**src/rtl/subservient_sram_bridge.sv**
```systemverilog
// subservient_sram_bridge: byte-wide SoC port to 32-bit dual-port SRAM macro with one-entry write coalescing.
// Define SRAM_WCOAL_EN to enable merging; otherwise every buffered byte is written the following cycle.
module subservient_sram_bridge #(
    parameter int AW            = 13,
    parameter int FLUSH_TIMEOUT = 4
) (
    input  logic          i_clk,
    input  logic          i_rst_n,
    input  logic [AW-1:0] i_waddr,
    input  logic [7:0]    i_wdata,
    input  logic          i_wen,
    input  logic [AW-1:0] i_raddr,
    input  logic          i_ren,
    output logic [7:0]    o_rdata,
    input  logic          i_flush,
    output logic          o_csb0,
    output logic [3:0]    o_wmask0,
    output logic [7:0]    o_addr0,
    output logic [31:0]   o_din0,
    output logic          o_csb1,
    output logic [7:0]    o_addr1,
    input  logic [31:0]   i_dout1,
    output logic          o_pending
);
    localparam int CW = $clog2(FLUSH_TIMEOUT + 2);

    logic        r_valid;
    logic [7:0]  r_addr;
    logic [31:0] r_data;
    logic [3:0]  r_mask;
    logic        r_ract;
    logic        r_fwd;
    logic [7:0]  r_fbyte;
    logic [1:0]  r_lane;
    logic [7:0]  r_rdata;

    logic [7:0]  w_wword;
    logic [7:0]  w_rword;
    logic [3:0]  w_lmask;
    logic [31:0] w_bmask;
    logic        w_flush;
    logic        w_merge;
    logic [7:0]  w_rbyte;
    logic        w_unused;

    assign w_wword  = i_waddr[9:2];
    assign w_rword  = i_raddr[9:2];
    assign w_lmask  = 4'b0001 << i_waddr[1:0];
    assign w_bmask  = {{8{w_lmask[3]}}, {8{w_lmask[2]}}, {8{w_lmask[1]}}, {8{w_lmask[0]}}};
    assign w_merge  = i_wen && r_valid && !w_flush;
    assign w_rbyte  = r_fwd ? r_fbyte : i_dout1[{r_lane, 3'b000} +: 8];

`ifdef SRAM_WCOAL_EN
    logic [CW-1:0] r_cnt;
    assign w_unused = &{1'b0, i_waddr[AW-1:10], i_raddr[AW-1:10]};
    assign w_flush  = r_valid && (r_mask == 4'hF || r_cnt == CW'(FLUSH_TIMEOUT) || i_flush ||
                                  (i_wen && w_wword != r_addr));

    always_ff @(posedge i_clk or negedge i_rst_n) begin
        if (!i_rst_n) begin
            r_cnt <= '0;
        end else if (i_wen || w_flush) begin
            r_cnt <= '0;
        end else if (r_valid && r_cnt != CW'(FLUSH_TIMEOUT)) begin
            r_cnt <= r_cnt + 1'b1;
        end
    end
`else
    assign w_unused = &{1'b0, i_waddr[AW-1:10], i_raddr[AW-1:10], i_flush};
    assign w_flush  = r_valid;
`endif

    always_ff @(posedge i_clk or negedge i_rst_n) begin
        if (!i_rst_n) begin
            r_valid <= 1'b0;
            r_addr  <= '0;
            r_data  <= '0;
            r_mask  <= '0;
        end else if (w_merge) begin
            r_data  <= (r_data & ~w_bmask) | ({4{i_wdata}} & w_bmask);
            r_mask  <= r_mask | w_lmask;
        end else if (i_wen) begin
            r_valid <= 1'b1;
            r_addr  <= w_wword;
            r_data  <= {4{i_wdata}};
            r_mask  <= w_lmask;
        end else if (w_flush) begin
            r_valid <= 1'b0;
            r_mask  <= '0;
        end
    end

    // Forward decision uses the buffer as it stood before this edge's write.
    always_ff @(posedge i_clk or negedge i_rst_n) begin
        if (!i_rst_n) begin
            r_ract  <= 1'b0;
            r_fwd   <= 1'b0;
            r_fbyte <= '0;
            r_lane  <= '0;
            r_rdata <= '0;
        end else begin
            r_ract <= i_ren;
            if (r_ract) r_rdata <= w_rbyte;
            if (i_ren) begin
                r_lane  <= i_raddr[1:0];
                r_fwd   <= r_valid && r_addr == w_rword && r_mask[i_raddr[1:0]];
                r_fbyte <= r_data[{i_raddr[1:0], 3'b000} +: 8];
            end
        end
    end

    assign o_rdata   = r_ract ? w_rbyte : r_rdata;
    assign o_csb0    = ~w_flush;
    assign o_addr0   = r_addr;
    assign o_wmask0  = r_mask;
    assign o_din0    = r_data;
    assign o_csb1    = ~i_ren;
    assign o_addr1   = w_rword;
    assign o_pending = r_valid;
endmodule

```
**config.mk**
```make
export PLATFORM = sky130hd
export DESIGN_NAME = subservient_sram_bridge
export DESIGN_NICKNAME = d
export VERILOG_FILES = /design/src/rtl/subservient_sram_bridge.sv
export SDC_FILE = /design/constraint.sdc
export NUM_CORES = 1
export LEC_CHECK = 0
export ABC_CLOCK_PERIOD_IN_PS = 2200
export CAP_MARGIN = 20
export CORE_MARGIN = 1
export CORE_UTILIZATION = 49
export CTS_CLUSTER_DIAMETER = 60
export DETAILED_ROUTE_END_ITERATION = 7
export DONT_BUFFER_PORTS = 1
export SLEW_MARGIN = 10
export SYNTH_ARGS = -nofsm -noshare
export SYNTH_HDL_FRONTEND = slang
export SYNTH_SLANG_ARGS = --single-unit
```
**constraint.sdc**
```tcl
create_clock -name i_clk -period 2.2 [get_ports i_clk]
set_input_delay 0.66 -clock i_clk [delete_from_list [all_inputs] [get_ports i_clk]]
set_output_delay 0.66 -clock i_clk [all_outputs]
set_load 0.005 [all_outputs]
```
==> flow_summary.json <==
{
  "start_kind": "flop",
  "final_nets": 314,
  "yosys-top-cells-area": "dfrtp_1 55%, mux4_2 13%, mux2_2 6.8%",
  "drt_first_pass_iters": 4,
  "critPathMaxStageDelay_ps": 510,
  "multiInputGateArea_sq_um": 1170,
  "worst_pin_slew_ps": 428,
  "synth_top_family_by_area": "multiplexers",
  "crit_fanout": 5,
  "regArea_sq_um": 1630,
  "num_vias": 1800,
  "clock_path_buffers": 2,
  "cp.required_ps": 1540,
  "peakVddDrop_v": 0.000444,
  "cts.sinks": 65,
  "rows": 27,
  "ys_seq_elements": 65,
  "antenna_left": 0,
  "slowest_stage": "mux4_2",
  "synth_area_leader_cell": "dfrtp_1",
  "leakage_uw": 0.00142,
  "muxShareOfSynthArea": 0.198,
  "final_max_slew_viol_count": 0,
  "cts-root-buf": "clkbuf_8",
  "layout_commonest_cell": "dfrtp_1",
  "slew_headroom": 0.715,
  "clk_latency_ps": 330,
  "synth_fa_ha_area_frac": 0,
  "wirelength_microns": 6140,
  "utilization": 0.578,
  "grt_max_degree": 66,
  "dp_hpwl_microns": 4160,
  "violations": "setup timing",
  "critical_path_class": "reg -> out",
  "end_kind": "primary output",
  "place.gp.congestion": 0.759,
  "clock.fmax_mhz": 451,
  "syn_area_sq_um": 2960,
  "synth_cells": 251,
  "finalCriticalPeriod_ps": 2220,
  "vias_per_cell": 5.63,
  "initial_core_util": 0.522,
  "cts_max_level": 3,
  "track_usage": 0.209,
  "yosys_warnings": 0,
  "grt_pass1_wl_microns": 9610,
  "setup-violations-final": 7,
  "placed_area_sq_um": 2920,
  "rsz0062_at_grt": "yes",
  "synth_compound_area_frac": 0.0879,
  "grt_pass1_vias": 1869,
  "fin_area_sq_um": 3280,
  "drtIter0Drc": 91,
  "drive_above_1_share": 0.274,
  "avgSynthCellArea_sq_um": 11.8,
  "n_fill_cell": 504,
  "synth_fp_nets": 322,
  "cts_tree": "done",
  "hold_viol_final": 0,
  "synth_simple_gate_area_frac": 0.0516,
  "ys_types": 20,
  "cts.clk_slew.worst_paths_ps": 70,
  "fin_crit_sh": 1.01,
  "die-area_sq_um": 6360,
  "die_y_microns": 79.7,
  "wire_per_inst_microns": 19.2,
  "finalClockSkew_ps": 9.06,
  "layout_common_cells": "63 x dfrtp_1, 35 x inv_1, 33 x o21ai_0",
  "dieWidth_microns": 79.7,
  "seq_area_frac_synth": 0.549,
  "worstPathArrival_ps": 1560,
  "cellPowerDensity_nw_per_um2": 850,
  "maxCapViolations": 0,
  "syn_to_final_growth_pct": 10.9,
  "setup_slack_ps": -16.8,
  "crit_path_cell_trace": "buf_12 -> mux4_2 -> nand2_2 -> a31oi_4",
  "synth_xor_area_frac": 0.0237,
  "hp-class": "in -> async",
  "gr-total-overflow": 0,
  "ios": 134,
  "drcViolationCount": 0,
  "antennaDiodeCount": 0,
  "core_sq_um": 5680,
  "numCtsBuffers": 9,
  "outcome": "finished, violations left",
  "antenna_found_initial": 0,
  "io_buffers": 0,
  "synth.top_cell.area_share": 0.549
}
-- repair_timing --
item | CTS | global route
hold buffers | 1 | 0
gates cloned | 0 | 0
setup buffers | 2 | 1
resized for setup | 9 | 13
pin swaps | 0 | 6
endpoints found under the hold margin | 1 | 0
setup endpoints to repair | 8 | 8
-- critical path, delay by kind of cell, from the launching register on --
family | cells | cell delay [ps]
AND/OR/NAND/NOR | 1 | 100
AO/OA/AOI/OAI | 1 | 100
flip-flops | 1 | 400
multiplexers | 1 | 510
buffers and inverters | 1 | 130
-- routing by layer --
layer  vias up  wire length (microns)  part of all wire  GRT usage
met1       886                   2630              0.43      0.265
met5         -                      0                 0          0
li1        822                      -                 -          -
met4         0                    104             0.017      0.109
met3        10                    486             0.079     0.0594
met2        82                   2910              0.47      0.326
-- Yosys cell counts --
master,n
nor2_1,10
o21ai_0,33
nand3_1,1
dfrtp_1,65
buf_6,1
a22o_1,1
mux2_2,18
nand4_1,2
xnor2_1,8
buf_4,9
clkbuf_1,10
buf_1,1
a31oi_1,8
a32o_1,2
buf_2,2
o32ai_2,1
nand2_1,26
mux4_2,17
inv_1,35
clkinv_1,1
-- report_power, final --
group / switching (uW) / internal (uW)
clock: 425 / 616
sequential: 115 / 1320
combinational: 121 / 190
total: 662 / 2130
-- worst paths after layout --
path | startpoint | endpoint | slack (ps) | cells past startpoint
worst max-delay path | r_lane[0] | o_rdata[3] | -20 | 4
worst min-delay path | i_rst_n | async pin | 20 | 0
worst max register to register | r_lane[0] | r_rdata[3] | 820 | 4
worst min register to register | r_fbyte[3] | r_fbyte[3] | 510 | 1
max in group asynchronous | i_rst_n | async pin | 1550 | 1
min in group i_clk | i_ren | r_ract | 360 | 0
-- metrics by stage --
step | std cells | TNS, ps | hold slack (ps) | worst slack, ps | power [uW]
3_5_place_dp | 300 | 0 | 365 | 50.4 | 1720
3_3_place_gp | 300 | 0 | 366 | 80.5 | 1710
2_1_floorplan | 251 | 0 | 364 | 266 | 1690
4_1_cts | 319 | -263 | 0.502 | -40.4 | 2790
6_report | 320 | -65.9 | 18.0 | -16.8 | 2790
5_1_grt | 320 | -488 | 2.92 | -72.8 | 2920
-- cell type report --
| cell class | instances | share of cell area |
|---|---|---|
| Sequential cell | 65 | 0.496 |
| Multi-Input combinational cell | 127 | 0.356 |
| Clock buffer | 14 | 0.0526 |
| Inverter | 36 | 0.0423 |
| Tap cell | 72 | 0.0274 |
| Timing Repair Buffer | 4 | 0.0149 |
| Clock inverter | 2 | 0.0107 |
-- cell families after synthesis --
| kind of cell | after synthesis |
|---|---|
| mux | 35 |
| xor+xnor | 8 |
| simple gates | 39 |
| flops | 65 |
| compound gates | 45 |
| buf+inv | 59 |
(Power assumes the default switching activity.)
